<file path="src/rtl/morse_word_serializer_pkg.sv">
// Shared constants for the Morse word serializer: character geometry,
// decoder code points, output byte values and the serializer FSM encoding.
package morse_word_serializer_pkg;

  // Decoded word geometry
  localparam int CHAR_W_DEF    = 6;
  localparam int MAX_CHARS_DEF = 8;

  // Decoder code points (code 0 marks an empty slot)
  localparam int unsigned CHAR_MORSE_A = 1,  CHAR_MORSE_B = 2,  CHAR_MORSE_C = 3;
  localparam int unsigned CHAR_MORSE_D = 4,  CHAR_MORSE_E = 5,  CHAR_MORSE_F = 6;
  localparam int unsigned CHAR_MORSE_G = 7,  CHAR_MORSE_H = 8,  CHAR_MORSE_I = 9;
  localparam int unsigned CHAR_MORSE_J = 10, CHAR_MORSE_K = 11, CHAR_MORSE_L = 12;
  localparam int unsigned CHAR_MORSE_M = 13, CHAR_MORSE_N = 14, CHAR_MORSE_O = 15;
  localparam int unsigned CHAR_MORSE_P = 16, CHAR_MORSE_Q = 17, CHAR_MORSE_R = 18;
  localparam int unsigned CHAR_MORSE_S = 19, CHAR_MORSE_T = 20, CHAR_MORSE_U = 21;
  localparam int unsigned CHAR_MORSE_V = 22, CHAR_MORSE_W = 23, CHAR_MORSE_X = 24;
  localparam int unsigned CHAR_MORSE_Y = 25, CHAR_MORSE_Z = 26;
  localparam int unsigned CHAR_MORSE_0 = 27, CHAR_MORSE_1 = 28, CHAR_MORSE_2 = 29;
  localparam int unsigned CHAR_MORSE_3 = 30, CHAR_MORSE_4 = 31, CHAR_MORSE_5 = 32;
  localparam int unsigned CHAR_MORSE_6 = 33, CHAR_MORSE_7 = 34, CHAR_MORSE_8 = 35;
  localparam int unsigned CHAR_MORSE_9 = 36;

  // Output byte values
  localparam logic [7:0] SEP_CHAR_DEF = 8'h20;
  localparam logic [7:0] ERR_CHAR_DEF = 8'h23;
  localparam logic [7:0] UNK_CHAR_DEF = 8'h3F;

  // Serializer FSM encoding
  typedef enum logic [2:0] {
    ST_IDLE = 3'd0,
    ST_LOAD = 3'd1,
    ST_CHAR = 3'd2,
    ST_SEP  = 3'd3,
    ST_ERR  = 3'd4
  } state_t;

endpackage

</file>
<file path="src/rtl/morse_word_serializer_char_to_ascii.sv">
// Combinational decoder-code to ASCII lookup, shared with the display path.
// Code 0 (empty slot) yields 8'h00; any other unmapped code yields UNK_CHAR.
module morse_char_to_ascii
  import morse_word_serializer_pkg::*;
#(
  parameter int         CHAR_W   = CHAR_W_DEF,
  parameter logic [7:0] UNK_CHAR = UNK_CHAR_DEF
) (
  input  logic [CHAR_W-1:0] code_i,
  output logic [7:0]        ascii_o
);

  logic [31:0] code_ext;

  // Table lookup of one character code
  always_comb begin
    code_ext = '0;
    code_ext[CHAR_W-1:0] = code_i;
    ascii_o = UNK_CHAR;
    case (code_ext)
      32'd0:        ascii_o = 8'h00;
      CHAR_MORSE_A: ascii_o = 8'h41;
      CHAR_MORSE_B: ascii_o = 8'h42;
      CHAR_MORSE_C: ascii_o = 8'h43;
      CHAR_MORSE_D: ascii_o = 8'h44;
      CHAR_MORSE_E: ascii_o = 8'h45;
      CHAR_MORSE_F: ascii_o = 8'h46;
      CHAR_MORSE_G: ascii_o = 8'h47;
      CHAR_MORSE_H: ascii_o = 8'h48;
      CHAR_MORSE_I: ascii_o = 8'h49;
      CHAR_MORSE_J: ascii_o = 8'h4A;
      CHAR_MORSE_K: ascii_o = 8'h4B;
      CHAR_MORSE_L: ascii_o = 8'h4C;
      CHAR_MORSE_M: ascii_o = 8'h4D;
      CHAR_MORSE_N: ascii_o = 8'h4E;
      CHAR_MORSE_O: ascii_o = 8'h4F;
      CHAR_MORSE_P: ascii_o = 8'h50;
      CHAR_MORSE_Q: ascii_o = 8'h51;
      CHAR_MORSE_R: ascii_o = 8'h52;
      CHAR_MORSE_S: ascii_o = 8'h53;
      CHAR_MORSE_T: ascii_o = 8'h54;
      CHAR_MORSE_U: ascii_o = 8'h55;
      CHAR_MORSE_V: ascii_o = 8'h56;
      CHAR_MORSE_W: ascii_o = 8'h57;
      CHAR_MORSE_X: ascii_o = 8'h58;
      CHAR_MORSE_Y: ascii_o = 8'h59;
      CHAR_MORSE_Z: ascii_o = 8'h5A;
      CHAR_MORSE_0: ascii_o = 8'h30;
      CHAR_MORSE_1: ascii_o = 8'h31;
      CHAR_MORSE_2: ascii_o = 8'h32;
      CHAR_MORSE_3: ascii_o = 8'h33;
      CHAR_MORSE_4: ascii_o = 8'h34;
      CHAR_MORSE_5: ascii_o = 8'h35;
      CHAR_MORSE_6: ascii_o = 8'h36;
      CHAR_MORSE_7: ascii_o = 8'h37;
      CHAR_MORSE_8: ascii_o = 8'h38;
      CHAR_MORSE_9: ascii_o = 8'h39;
      default:      ascii_o = UNK_CHAR;
    endcase
  end

endmodule

</file>
<file path="src/rtl/morse_word_serializer.sv">
// Buffers completed decoded words (2-entry FIFO) and streams them out as
// ASCII bytes over valid/ready, each word followed by a separator byte.
// A FIFO entry stays occupied until its separator is accepted, so the word
// being serialized counts against the buffer depth.
module morse_word_serializer
  import morse_word_serializer_pkg::*;
#(
  parameter int         CHAR_W    = CHAR_W_DEF,
  parameter int         MAX_CHARS = MAX_CHARS_DEF,
  parameter logic [7:0] SEP_CHAR  = SEP_CHAR_DEF,
  parameter logic [7:0] ERR_CHAR  = ERR_CHAR_DEF,
  parameter logic [7:0] UNK_CHAR  = UNK_CHAR_DEF
) (
  input  logic                        clk,
  input  logic                        rst,
  input  logic                        ce,
  input  logic [CHAR_W*MAX_CHARS-1:0] word,
  input  logic                        word_ended,
  input  logic                        error,
  output logic [7:0]                  ascii_data,
  output logic                        ascii_valid,
  input  logic                        ascii_ready,
  output logic                        dropped,
  output logic                        busy
);

  localparam int WORD_W = CHAR_W * MAX_CHARS;
  localparam int IDX_W  = (MAX_CHARS > 1) ? $clog2(MAX_CHARS) : 1;

  // Edge detector and FIFO control
  logic             we_prev_q, we_prev_d;
  logic             dropped_q, dropped_d;
  logic [1:0]       cnt_q, cnt_d;
  logic             wr_ptr_q, wr_ptr_d;
  logic             rd_ptr_q, rd_ptr_d;
  logic             evt, word_empty, full, push, pop, drop;

  // FIFO storage (data only, not reset)
  logic [WORD_W-1:0] mem_word_q [2];
  logic [1:0]        mem_err_q;

  // Serializer
  state_t            state_q, state_d;
  logic [IDX_W-1:0]  idx_q, idx_d;
  logic [WORD_W-1:0] shift_q, shift_d;
  logic [WORD_W-1:0] shift_nxt;
  logic [7:0]        char_ascii;

  assign shift_nxt = shift_q >> CHAR_W;

  morse_char_to_ascii #(
    .CHAR_W   (CHAR_W),
    .UNK_CHAR (UNK_CHAR)
  ) u_lookup (
    .code_i  (shift_q[CHAR_W-1:0]),
    .ascii_o (char_ascii)
  );

  // Word-event detection, push/pop/drop decisions and FIFO bookkeeping
  always_comb begin
    evt        = ce & word_ended & ~we_prev_q;
    word_empty = (word == '0) & ~error;
    full       = (cnt_q == 2'd2);
    pop        = (state_q == ST_SEP) & ascii_ready;
    push       = evt & ~word_empty & (~full | pop);
    drop       = evt & ~word_empty & full & ~pop;
    we_prev_d  = ce ? word_ended : we_prev_q;
    dropped_d  = drop;
    cnt_d      = cnt_q + {1'b0, push} - {1'b0, pop};
    wr_ptr_d   = wr_ptr_q ^ push;
    rd_ptr_d   = rd_ptr_q ^ pop;
  end

  // FSM next state, slot walk and output presentation
  always_comb begin
    state_d     = state_q;
    idx_d       = idx_q;
    shift_d     = shift_q;
    ascii_valid = 1'b0;
    ascii_data  = 8'h00;
    case (state_q)
      ST_IDLE: begin
        if ((cnt_q != 2'd0) || push) state_d = ST_LOAD;
      end
      ST_LOAD: begin
        shift_d = mem_word_q[rd_ptr_q];
        idx_d   = '0;
        state_d = mem_err_q[rd_ptr_q] ? ST_ERR : ST_CHAR;
      end
      ST_CHAR: begin
        ascii_valid = 1'b1;
        ascii_data  = char_ascii;
        if (ascii_ready) begin
          if ((idx_q == IDX_W'(MAX_CHARS - 1)) || (shift_nxt[CHAR_W-1:0] == '0)) begin
            state_d = ST_SEP;
          end else begin
            idx_d   = idx_q + IDX_W'(1);
            shift_d = shift_nxt;
          end
        end
      end
      ST_SEP: begin
        ascii_valid = 1'b1;
        ascii_data  = SEP_CHAR;
        if (ascii_ready) state_d = ((cnt_q > 2'd1) || push) ? ST_LOAD : ST_IDLE;
      end
      ST_ERR: begin
        ascii_valid = 1'b1;
        ascii_data  = ERR_CHAR;
        if (ascii_ready) state_d = ST_SEP;
      end
      default: state_d = ST_IDLE;
    endcase
  end

  // Control registers with synchronous reset
  always_ff @(posedge clk) begin
    if (rst) begin
      we_prev_q <= 1'b0;
      dropped_q <= 1'b0;
      cnt_q     <= 2'd0;
      wr_ptr_q  <= 1'b0;
      rd_ptr_q  <= 1'b0;
      state_q   <= ST_IDLE;
      idx_q     <= '0;
    end else begin
      we_prev_q <= we_prev_d;
      dropped_q <= dropped_d;
      cnt_q     <= cnt_d;
      wr_ptr_q  <= wr_ptr_d;
      rd_ptr_q  <= rd_ptr_d;
      state_q   <= state_d;
      idx_q     <= idx_d;
    end
  end

  // Data registers: FIFO write and character shift register
  always_ff @(posedge clk) begin
    if (push) begin
      mem_word_q[wr_ptr_q] <= word;
      mem_err_q[wr_ptr_q]  <= error;
    end
    shift_q <= shift_d;
  end

  assign dropped = dropped_q;
  assign busy    = (cnt_q != 2'd0) || (state_q != ST_IDLE);

endmodule

</file>
<file path="config.mk">
export PLATFORM = sky130hd
export DESIGN_NAME = morse_word_serializer
export DESIGN_NICKNAME = d
export VERILOG_FILES = /design/src/rtl/morse_word_serializer_pkg.sv /design/src/rtl/morse_word_serializer_char_to_ascii.sv /design/src/rtl/morse_word_serializer.sv
export SDC_FILE = /design/constraint.sdc
export NUM_CORES = 1
export LEC_CHECK = 0
export BUFFER_PORTS_ARGS = -buffer_cell sky130_fd_sc_hd__buf_2
export CORE_ASPECT_RATIO = 1.1
export CORE_MARGIN = 10
export CORE_UTILIZATION = 66
export CTS_BUF_LIST = sky130_fd_sc_hd__clkbuf_8
export DETAILED_ROUTE_END_ITERATION = 10
export GPL_TIMING_DRIVEN = 0
export PLACE_DENSITY_LB_ADDON = 0.15
export SETUP_SLACK_MARGIN = 0.2
export SLEW_MARGIN = 15
export SYNTH_ARGS = -nofsm -noshare
export SYNTH_HDL_FRONTEND = slang
export SYNTH_SLANG_ARGS = --single-unit
</file>
<file path="constraint.sdc">
create_clock -name clk -period 7.05 [get_ports clk]
set_input_delay 1.0575 -clock clk [delete_from_list [all_inputs] [get_ports clk]]
set_output_delay 1.0575 -clock clk [all_outputs]
set_load 0.005 [all_outputs]
</file>
# [Word-level counts from Yosys, hierarchy flattened]
# Memories as Yosys holds them, arrays and structs flattened. A register that Yosys moved wholly into a read port is not among the register bits.
# Index checks and enable logic that the tools add are counted.
[classes] n_addsub=3 order_cmp=4 eq_ne=12 n_mux=25 bitwise=16 n_reduce_logical=14
[op_table] cell="48-bit two-way mux" count=2
[op_table] cell="48-bit one-hot mux with 2 select lines" count=1
[op_table] cell="48-bit logical NOT" count=1
[op_table] cell="3-bit two-way mux" count=8
[op_table] cell="8-bit one-hot mux with 3 select lines" count=1
[op_table] cell="3-bit one-hot mux with 5 select lines" count=1
[op_table] cell="2-bit inequality test, second input constant" count=6
[op_table] cell="1-bit bitwise AND" count=8
[op_table] cell="1-bit two-way mux" count=8
[op_table] cell="3-bit by 2-bit equality test with 1-bit output, second input constant" count=2
[op_table] cell="3-bit equality test, second input constant" count=2
[op_table] cell="6-bit logical NOT" count=1
[op_table] cell="6-bit two-way mux" count=1
[op_table] cell="3-bit one-hot mux with 2 select lines" count=1
[op_table] cell="1-bit NOT" count=5
[op_table] cell="5-bit AND reduction" count=1
[op_table] cell="1-bit logical OR" count=4
[op_table] cell="1-bit by 2-bit less-than comparator with 1-bit output, second input constant" count=2
[op_table] cell="2-bit nonzero test" count=2
[op_table] cell="3-bit by 1-bit adder with 3-bit output, second input constant" count=1
[op_table] cell="3-bit by 1-bit equality test with 1-bit output, second input constant" count=1
[op_table] cell="3-bit logical NOT" count=1
[op_table] cell="3-bit AND reduction" count=1
[op_table] cell="3-bit nonzero test" count=1
[op_table] cell="11 further kinds" count=12
[word_totals] reg_bits=62 ramBits=96 mem_bits_ro=448 input_bits=54 mem_count=2
[mem_list] memory="(no name shown)" words=64 width=7 rd=1 rd_ports_with_merged_regs=1 write_ports=0 line="morse_word_serializer_char_to_ascii.sv:20" text="case (code_ext)"
[mem_list] memory="mem_word_q" words=2 width=48 rd=1 rd_ports_with_merged_regs=1 write_ports=1 line="morse_word_serializer.sv:39" text="logic [WORD_W-1:0] mem_word_q [2];"

# [Logic depth before layout (Yosys ltp)]
# Gate-level depths: netlist (run 1).
[depth] word_depth=9 depth_mapped=12

# [By module]
# A second synthesis (run 1) with hierarchy kept.
[unflattened] hier_cells=457 area_unflattened_um2=6530.0
[modules_own_cells] mod="morse_word_serializer" n_inst=1 cells_each=416 area_each_um2=6237.2 seq_area_each_um2=4624.4
[modules_own_cells] mod="morse_char_to_ascii" n_inst=1 cells_each=41 area_each_um2=292.8 seq_area_each_um2=0.0

# [Worst setup path before layout (run 1)]
# OpenSTA, ideal clock, no wires.
[synth_path] path_kind="input -> register" start="in ascii_ready" end="reg u_lookup.ascii_o[1] (netlist name)" setup_ps=117 arrival_ps=3235 t_required_ps=6933 slack_ps=3699 cell_stages=10 n_path_buf=1 cell_sequence="clkbuf_2 nand4bb_2 a211oi_4 nor2_4 inv_6 mux2i_1 ha_1 a21boi_0 a211o_1 a22o_1"
[synth_between] elab_chain_len=3
[synth_lines] item="start: declaration" line="morse_word_serializer.sv:22" text="input logic ascii_ready,"
[synth_lines] item="2-bit inequality test (no source line)"
[synth_lines] item="3-bit AND reduction (no source line)"
[synth_lines] item="6-bit two-way mux (no source line)"
# No other way between the ends.
# A chain may end at the register's enable or synchronous reset.

# [Final worst setup path (run 1)]
[layout_path] start="reg state_q[1]" end="out ascii_data[4]"
[layout_between] elab_chain_len=2 elab_cells_between_ends=4 classes_between="3 x eq/ne; 1 x mux"
[layout_lines] item="start: declaration" line="morse_word_serializer.sv:43" text="state_t state_q, state_d;"
[layout_lines] item="start signal: assignment" line="morse_word_serializer.sv:132" text="state_q <= state_d;"
[layout_lines] item="3-bit equality test / 3-bit by 2-bit equality test with 1-bit output (equally long branches)" line="morse_word_serializer.sv:81" text="case (state_q)"
[layout_lines] item="8-bit one-hot mux with 3 select lines (*)" line="morse_word_serializer.sv:81"
[layout_lines] item="end: declaration" line="morse_word_serializer.sv:20" text="output logic [7:0] ascii_data,"
# Every way passes the cells marked *; elsewhere a longest branch is shown, timed or not.

==> metrics.cfg, run 1 <==
[worst_setup_path]
critical_path.cell_chain=nor3b_4, buf_4, buf_2, clkbuf_1, and2_1, buf_2
setup.reg_to_reg.worst_slack_ns=4.07
required_ns=5.99
worst_r2r_path_depth=10
critical-path-slowest-cell=dfxtp_1
worst-path-max-fanout=10
most_used_cell_cp=buf_2
setup.worst_path.end_class=primary output
worstPathArrival_ns=2.51
worst_reg2reg_endpoint=u_lookup.ascii_o[1]$_DFF_P_
critical_path.reg2reg.startpoint=idx_q[0]$_SDFFE_PP0N_
setup.worst_path.start_class=flop
timing.critical_path.slowest_cell_delay_ns=0.51
timing.setup.critical_path_class=reg2out

[finish]
antenna_cells=0
drive_above_1_share_pct=22.6
finish.cell_count_without_fillers=723
area_growth_pct=15.1
layout.nets=632

[synthesis]
dominant_synthesized_flop_cell=edfxtp_1
distinct_cells_synth=58
netlist_instances=482
syn_area_sq_um=6870
number_of_storage_elements_in_the_synthesis_netlist=165
syn_avg_cell_area_sq_um=14.2
synth_edf_count=146
synth-seq-area-share_pct=69.4
synth_largest_type_area_fraction_pct=63.8
asyncSetResetFlopFracSynth_pct=0
synth_top_area_cell=edfxtp_1
synthesis.nets=547
yosysWarningCount=0
synth.top_cells.by_area=edfxtp_1 (64%), mux2i_1 (6.9%), dfxtp_1 (5.5%), o21ai_0 (3.1%), nand2_1 (2.8%)

[route]
drt-vias-per-instance=5.76
ant_nets=0
avgRoutedWirePerCell_um=18.7
firstDrtPassIters=5
routed_wirelength_um=13500
drc_marker_count_from_the_first_detailed_route_iteration=421
vias=4167
drcViolationCount=0

[min_path]
worst_hold_path_type=reg2reg
worst_hold_startpoint=idx_q[1]$_SDFFE_PP0N_
whs_path_depth=2
min_to=idx_q[1]$_SDFFE_PP0N_

[place]
dpl.cell_count=691
port-buffer-count=62
gp_congestion=0.825
detailedPlace.worstSlack_ns=3.11
placed_wire_length_estimate_after_detailed_placement_um=9610

[global_routing]
grt.overflow.total=0
grt_antenna_before_repair=0
wire_length_of_the_first_global_routing_pass_um=21600
grt_pass1_vias=4371
grt_max_degree=57
groute.usage.overall_pct=18.9

[timing]
final-max-slew-violation-count=0
setup_repair_after_global_routing_missed_its_margin=no
tightest_slew_ns=0.754
final.setup.worst_slack_ns=3.48
period_needed_ns=3.57
max_freq_mhz=280
period_share_pct=50.6
skew_ns=0.0135
final-setup-viol-count=0
final_hold_viol_count=0
total_negative_slack_ns=0
slew_headroom_pct=49.8

[power_and_ir_drop]
p_leak_nw=2.69
power.density_cell_area_nw_per_um2=346
peakVddDrop_mv=0.249

[status]
status=complete, no violations

[clocking]
postCtsSetupBuffers=0
ctsRootBufferMaster=clkbuf_8
cts.htree.levels=4
cts.repair.resized=0
tritoncts=done
number_of_clock_buffers_inserted_by_tritoncts=17
cts-root-to-sink-buffers=2
clkSinkCount=165
cts_hold_repair.buffers=0
worst_path_clk_slew_ns=0.09
clock_insertion_delay_worst_skew_ns=0.44

[flow_run]
cap_violations=0

[floorplanning]
placement_rows=39
die_width_um=117
die_y_um=127
fp.dieArea_sq_um=14900
fp.coreArea_sq_um=10300
floorplan.io_pins=65
initial_core_util_pct=66.7

-- synthesized netlist by cell type, drive strengths merged (8+ instances only) --
library cell and n:
edfxtp 146, nand2 52, mux2i 49, o21ai 45, nor2 24, dfxtp 19, nor4 17, a21oi 13
buf 13, ha 11, inv 11, clkbuf 9, mux2 9, nand3 9, and2 8
-- worst max-delay path by stage --
stage,startpoint,to,slack [ns],cells past startpoint
global route,state_q[1]$_SDFFE_PP0P_,ascii_data[4],3.27,6
floorplan,ascii_ready,u_lookup.ascii_o[1]$_DFF_P_,3.70,10
global placement,word[25],mem_word_q[0][18]$_DFFE_PP_,2.56,7
CTS,state_q[1]$_SDFFE_PP0P_,ascii_data[4],3.44,6
detailed placement,word[25],mem_word_q[1][18]$_DFFE_PP_,3.11,9
finish,state_q[1]$_SDFFE_PP0P_,ascii_data[4],3.48,6
-- where the power goes --
group | internal (mW) | switching, mW
clock network | 0.393 | 0.325
logic | 0.250 | 0.413
registers | 1.29 | 0.0667
total | 1.93 | 0.805
-- worst max-delay path: cells and delay by family (launching register included) --
family | cells | cell delay, ns
buffers and inverters | 4 | 0.99
flip-flops | 1 | 0.51
AND/OR/NAND/NOR | 2 | 0.56
-- layout by cell type (no fill, tap or decap), types with 3 or more instances in the layout --
master | netlist | layout
buf_2 | 6 | 68
clkbuf_1 | 8 | 8
inv_1 | 10 | 12
nor4_1 | 16 | 16
nor2_1 | 23 | 23
mux2i_1 | 47 | 47
a21oi_1 | 13 | 13
nand2_1 | 52 | 52
mux2_2 | 7 | 7
buf_1 | 4 | 4
nand3_1 | 9 | 9
o21ai_0 | 43 | 43
clkbuf_8 | 0 | 18
clkinvlp_4 | 0 | 3
edfxtp_1 | 146 | 146
bufinv_16 | 0 | 4
and2_1 | 7 | 7
dfxtp_1 | 19 | 19
buf_16 | 0 | 4
ha_1 | 11 | 9
nor3_1 | 5 | 5
-- metrics by stage --
step                total power [mW]  hold slack, ns  util [%]  instance area [sq um]
global placement                1.99           0.444      71.4                   7360
global route                    2.88           0.507      76.8                   7910
finish                          2.74           0.480      76.8                   7910
floorplan                       1.83           0.436         -                   6870
detailed placement              2.03           0.455      72.6                   7470
CTS                             2.75           0.474      76.8                   7910
-- final cells by class --
cell class | instances | area (sq um)
flip-flops and latches | 165 | 4760
fillers | 622 | 2390
multi-input cells | 284 | 1950
repair buffers | 66 | 420
clock buffers | 18 | 248
clock inverters | 14 | 186
well taps | 143 | 179
plain buffers | 22 | 106
inverters | 11 | 46.3
-- per-layer routing --
layer,GRT usage [%],wire (um),share of wire [%],up-vias
met3,4.35,644,4.8,18
met1,22.3,5340,40,2033
met4,6.33,178,1.3,0
li1,-,-,-,1989
met2,33.2,7350,54,127
met5,0,0,0,-
-- logic make-up (layout without fill, tap and decap cells) --
| kind of cell | Yosys count | in the layout | share of synthesized area [%] |
|---|---|---|---|
| flip-flops | 165 | 165 | 69.4 |
| AO/OA/AOI/OAI | 81 | 81 | 7.31 |
| buffers and inverters | 33 | 131 | 2.22 |
| other | 1 | 1 | 0.0546 |
| adder cells (fa/ha/maj) | 11 | 11 | 2.00 |
| XOR/XNOR | 3 | 3 | 0.383 |
| AND/OR/NAND/NOR | 130 | 130 | 9.80 |
| multiplexers | 58 | 58 | 8.84 |
-- sequential cells by signal, summed over array words and instances, names as in the netlist --
name	cells
wr_ptr_q	1
mem_err_q	2
shift_q	48
u_lookup.ascii_o	7
rd_ptr_q	1
mem_word_q	96
idx_q	3
we_prev_q	1
dropped	1
state_q	3
cnt_q	2
(Power assumes the default switching activity.)
==> run 2: changes to the inputs <==
Settings changed: CORE_UTILIZATION 66 to 61.
Clock period 7.05 ns to 3.7 ns, I/O delays scaled along.
==> run 2 against run 1 <==
Compared with the run above:
- register-to-register slack worse by 3.4 ns
- clock power is 77% higher
- final cell count increased by 0.14%
- worst setup slack lost 2.9 ns
- global-route usage shrank 2.2 points
- die area up 6.8%
- largest cell class unchanged
- hold slack got worse by 0.16 ns
- via count shrank 0.89%
- utilization is 5.6 points lower
==> metrics.cfg, run 2 (same netlist as run 1, synthesis figures left out) <==
[timing]
final_hold_viol_count=0
setup_repair_after_global_routing_missed_its_margin=no
final-setup-viol-count=0
skew_ns=0.00817
final-max-slew-violation-count=0
slew_headroom_pct=45.3
max_freq_mhz=326
total_negative_slack_ns=0
period_share_pct=82.9
period_needed_ns=3.07
tightest_slew_ns=0.821

[clocking]
number_of_clock_buffers_inserted_by_tritoncts=17
postCtsSetupBuffers=0
cts.htree.levels=4
cts_hold_repair.buffers=0
cts-root-to-sink-buffers=2
worst_path_clk_slew_ns=0.08
cts.repair.resized=0
tritoncts=done
clkSinkCount=165
clock_insertion_delay_worst_skew_ns=0.43
ctsRootBufferMaster=clkbuf_8

[global_routing]
gr-usage-met1_pct=19.1
grt_antenna_before_repair=0
use_met2_pct=29.6
global_route.usage.met3_pct=4.80
grt_max_degree=57
grt.overflow.total=0
busiest_layer=met2
groute.usage.overall_pct=16.7
grt_pass1_vias=4289
wire_length_of_the_first_global_routing_pass_um=21000

[place]
placed_wire_length_estimate_after_detailed_placement_um=9410
gp_congestion=0.820
dpl.cell_count=692
port-buffer-count=62

[power_and_ir_drop]
p_leak_nw=2.64
power_frac_comb_pct=24.4
power.density_cell_area_nw_per_um2=653
power.switching_fraction_pct=29.8
peakVddDrop_mv=0.332
internal_power_mw=3.58
power.clock.fraction_pct=24.9
seq_power_share_pct=50.7
power.net_switching_mw=1.52

[route]
drt-vias-per-instance=5.70
drc_marker_count_from_the_first_detailed_route_iteration=276
vias=4130
drcViolationCount=0
firstDrtPassIters=5
avgRoutedWirePerCell_um=18.2
routed_wirelength_um=13200
ant_nets=0

[worst_setup_path]
timing.setup.critical_path_class=reg2reg
setup.worst_path.start_class=flop
worstPathArrival_ns=3.39
setup.reg_to_reg.worst_slack_ns=0.63
required_ns=4.02
setup.worst_path.end_class=flop
worst-path-max-fanout=56

[floorplanning]
initial_core_util_pct=62.6
floorplan.io_pins=65
fp.dieArea_sq_um=15900
die_width_um=121
die_y_um=131
fp.coreArea_sq_um=11000
placement_rows=40

[status]
status=complete, no violations

[finish]
finish.cell_count_without_fillers=724
layout.nets=629
fillCellCount=725
antenna_cells=0
drive_above_1_share_pct=22.4
biggest_register=mem_word_q
mostFrequentLayoutCells=edfxtp_1 (146), buf_2 (68), nand2_1 (52)
area_growth_pct=13.6
largest_register_ff_count=96
layout.cells.most_common=edfxtp_1

[min_path]
worst_hold_path_type=in2reg

[flow_run]
cap_violations=0

[run 2: power by group through the flow]
stage               combinational, mW  clock [mW]  sequential (mW)
floorplan                       0.904           0             2.58
global placement                 1.19           0             2.61
detailed placement               1.24           0             2.62
CTS                              1.25        1.29             2.58
global route                     1.39        1.37             2.61
finish                           1.24        1.27             2.58
[run 2: per-stage QoR]
step	setup WS [ns]	power (mW)	instance area, sq um	hold WS (ns)	utilization (%)
3_5_place_dp	0.326	3.87	7400	0.460	67.5
2_1_floorplan	0.688	3.48	6870	0.436	-
4_1_cts	0.592	5.13	7800	0.299	71.1
6_report	0.633	5.10	7800	0.322	71.1
3_3_place_gp	-0.388	3.80	7360	0.445	67.2
5_1_grt	0.420	5.37	7800	0.299	71.1
[run 2: area by class of cell]
cell class                 instances  area, sq um  area share [%]
clock inverter                    12          126            1.62
inverter                          11         46.3           0.594
tap                              147          184            2.36
buffer                            22          106            1.36
sequential                       165         4760            61.1
clock buffer                      20          275            3.53
multi-input combinational        284         1960            25.2
timing repair buffer              63          330            4.24
[run 2: worst max-delay path: stages (launching register included)]
cell and delay [ns]:
dfxtp_1 0.52, nand4bb_2 0.21, a211oi_4 0.40, nor2_4 0.12, inv_6 0.42, mux2i_1 0.41, ha_1 0.31, a21boi_0 0.13
a211o_1 0.23, a22o_1 0.21
[run 2: path summary, 6_finish.rpt]
path	from	depth (start not counted)	endpoint
worst max-delay path	state_q[1]$_SDFFE_PP0P_	9	u_lookup.ascii_o[1]$_DFF_P_
worst min-delay path	word[27]	1	mem_word_q[1][27]$_DFFE_PP_
worst max register to register	state_q[1]$_SDFFE_PP0P_	9	u_lookup.ascii_o[1]$_DFF_P_
worst min register to register	idx_q[2]$_SDFFE_PP0N_	2	idx_q[2]$_SDFFE_PP0N_
[run 2: per-layer routing]
layer  wire, um  up-vias
met5          0        -
met4        186        0
met3        644       17
met2       7000      106
met1       5340     2023
li1           -     1984
==> run 3: changes to the inputs <==
Clock period 3.7 ns to 2.85 ns, I/O delays scaled along.
==> run 3 against run 2 <==
Compared with the run above:
- die area unchanged
- sequential power increased by 30%
- critical path depth did not move
- critical endpoint unchanged
- largest power group unchanged
- clock-buffer cell count fell by 2
==> metrics.cfg, run 3 (same netlist as run 1, synthesis figures left out) <==
[floorplanning]
die_width_um=121
floorplan.io_pins=65
placement_rows=40
fp.dieArea_sq_um=15900
die_y_um=131
fp.coreArea_sq_um=11000
initial_core_util_pct=62.6

[route]
drc_marker_count_from_the_first_detailed_route_iteration=249
drt-vias-per-instance=5.69
avgRoutedWirePerCell_um=18.8
routed_wirelength_um=13700
vias=4168
firstDrtPassIters=4
ant_nets=0
drcViolationCount=0

[clocking]
clock_insertion_delay_worst_skew_ns=0.44
clkSinkCount=165
worst_path_clk_slew_ns=0.09
cts.htree.levels=4
tritoncts=done
number_of_clock_buffers_inserted_by_tritoncts=17
ctsRootBufferMaster=clkbuf_8
cts-root-to-sink-buffers=2
cts_hold_repair.buffers=0

[global_routing]
grt_pass1_vias=4305
grt_antenna_before_repair=0
grt_max_degree=29
grt.overflow.total=0
wire_length_of_the_first_global_routing_pass_um=21500
groute.usage.overall_pct=17.3

[timing]
max_freq_mhz=382
final-setup-viol-count=0
skew_ns=0.0121
setup_repair_after_global_routing_missed_its_margin=yes
period_share_pct=91.8
slew_headroom_pct=47.4
final-max-slew-violation-count=0
final_hold_viol_count=0
period_needed_ns=2.62
hold_slack_ns=0.183
tightest_slew_ns=0.789

[power_and_ir_drop]
report.power.total_mw=6.73
p_leak_nw=2.69
peakVddDrop_mv=0.525
power.density_cell_area_nw_per_um2=849

[flow_run]
cap_violations=0

[finish]
layout.core_utilization_pct=72.3
finish.cell_count_without_fillers=732
layout.cells.most_common=edfxtp_1
post-route-cell-area_sq_um=7930
biggest_register=mem_word_q
drive_above_1_share_pct=24.3
largest_register_ff_count=96
area_growth_pct=15.5
layout.nets=637
mostFrequentLayoutCells=edfxtp_1 (146), buf_2 (67), nand2_1 (52)
antenna_cells=0

[worst_setup_path]
setup.worst_path.end_class=flop
worst-path-max-fanout=10
setup.worst_path.start_class=flop
timing.setup.critical_path_class=reg2reg
required_ns=3.19
setup.reg_to_reg.worst_slack_ns=0.23
worstPathArrival_ns=2.95

[place]
placed_wire_length_estimate_after_detailed_placement_um=9030
port-buffer-count=62
dpl.cell_count=691
gp_congestion=0.864
post_detailed_placement_cell_area_sq_um=7390

[min_path]
worst_hold_path_type=in2reg

[status]
status=complete, no violations

run 3: through the flow:
stage	setup WS, ns	setup TNS, ns
after CTS	0.235	0
after detailed placement	-0.271	-26.34
after global routing	0.130	0
after floorplan	-0.162	-15.92
after global placement	-1.09	-106.48
final	0.234	0
run 3: layout make-up:
type / count / area [sq um]
Timing Repair Buffer: 70 / 410
Clock inverter: 14 / 150
Inverter: 11 / 53.8
Tap cell: 147 / 184
Timing Repair inverter: 1 / 8.76
Sequential cell: 165 / 4770
Multi-Input combinational cell: 284 / 2000
Buffer: 22 / 113
Fill cell: 736 / 3030
Clock buffer: 18 / 248
run 3: worst paths after layout:
check | from | end | cells past startpoint
hold / removal | word[6] | mem_word_q[0][6]$_DFFE_PP_ | 1
setup / recovery | rd_ptr_q$_SDFF_PP0_ | u_lookup.ascii_o[1]$_DFF_P_ | 9
hold reg to reg | idx_q[1]$_SDFFE_PP0N_ | idx_q[1]$_SDFFE_PP0N_ | 2
setup reg to reg | rd_ptr_q$_SDFF_PP0_ | u_lookup.ascii_o[1]$_DFF_P_ | 9
run 3: power breakdown:
group          internal [mW]  leakage [nW]  total (mW)  switching, mW
clock network          0.812         0.202        1.66          0.850
logic                  0.664         0.988        1.72           1.05
registers               3.18          1.50        3.35          0.167
run 3: critical path: stages (launching register included):
cell	delay [ns]
dfxtp_1	0.32
buf_2	0.19
buf_2	0.34
mux2i_1	0.12
o21ai_0	0.46
mux2i_4	0.16
ha_1	0.34
a21boi_0	0.13
a211o_1	0.24
a22o_1	0.21
run 3: per-layer routing:
metal  up-vias  track usage [%]  part of all wire, %
li1       2003                -                    -
met3        23             4.46                  4.8
met2       124             29.2                   52
met1      2018             20.5                   41
met5         -                0                    0
met4         0             6.63                  2.0
run 3: what timing repair did:
action                                  CTS  global route
pin swaps                                 4             1
gates resized for setup                   4             6
gates cloned                              1             0
buffers inserted                          7             1
endpoints found under the setup margin  104            81
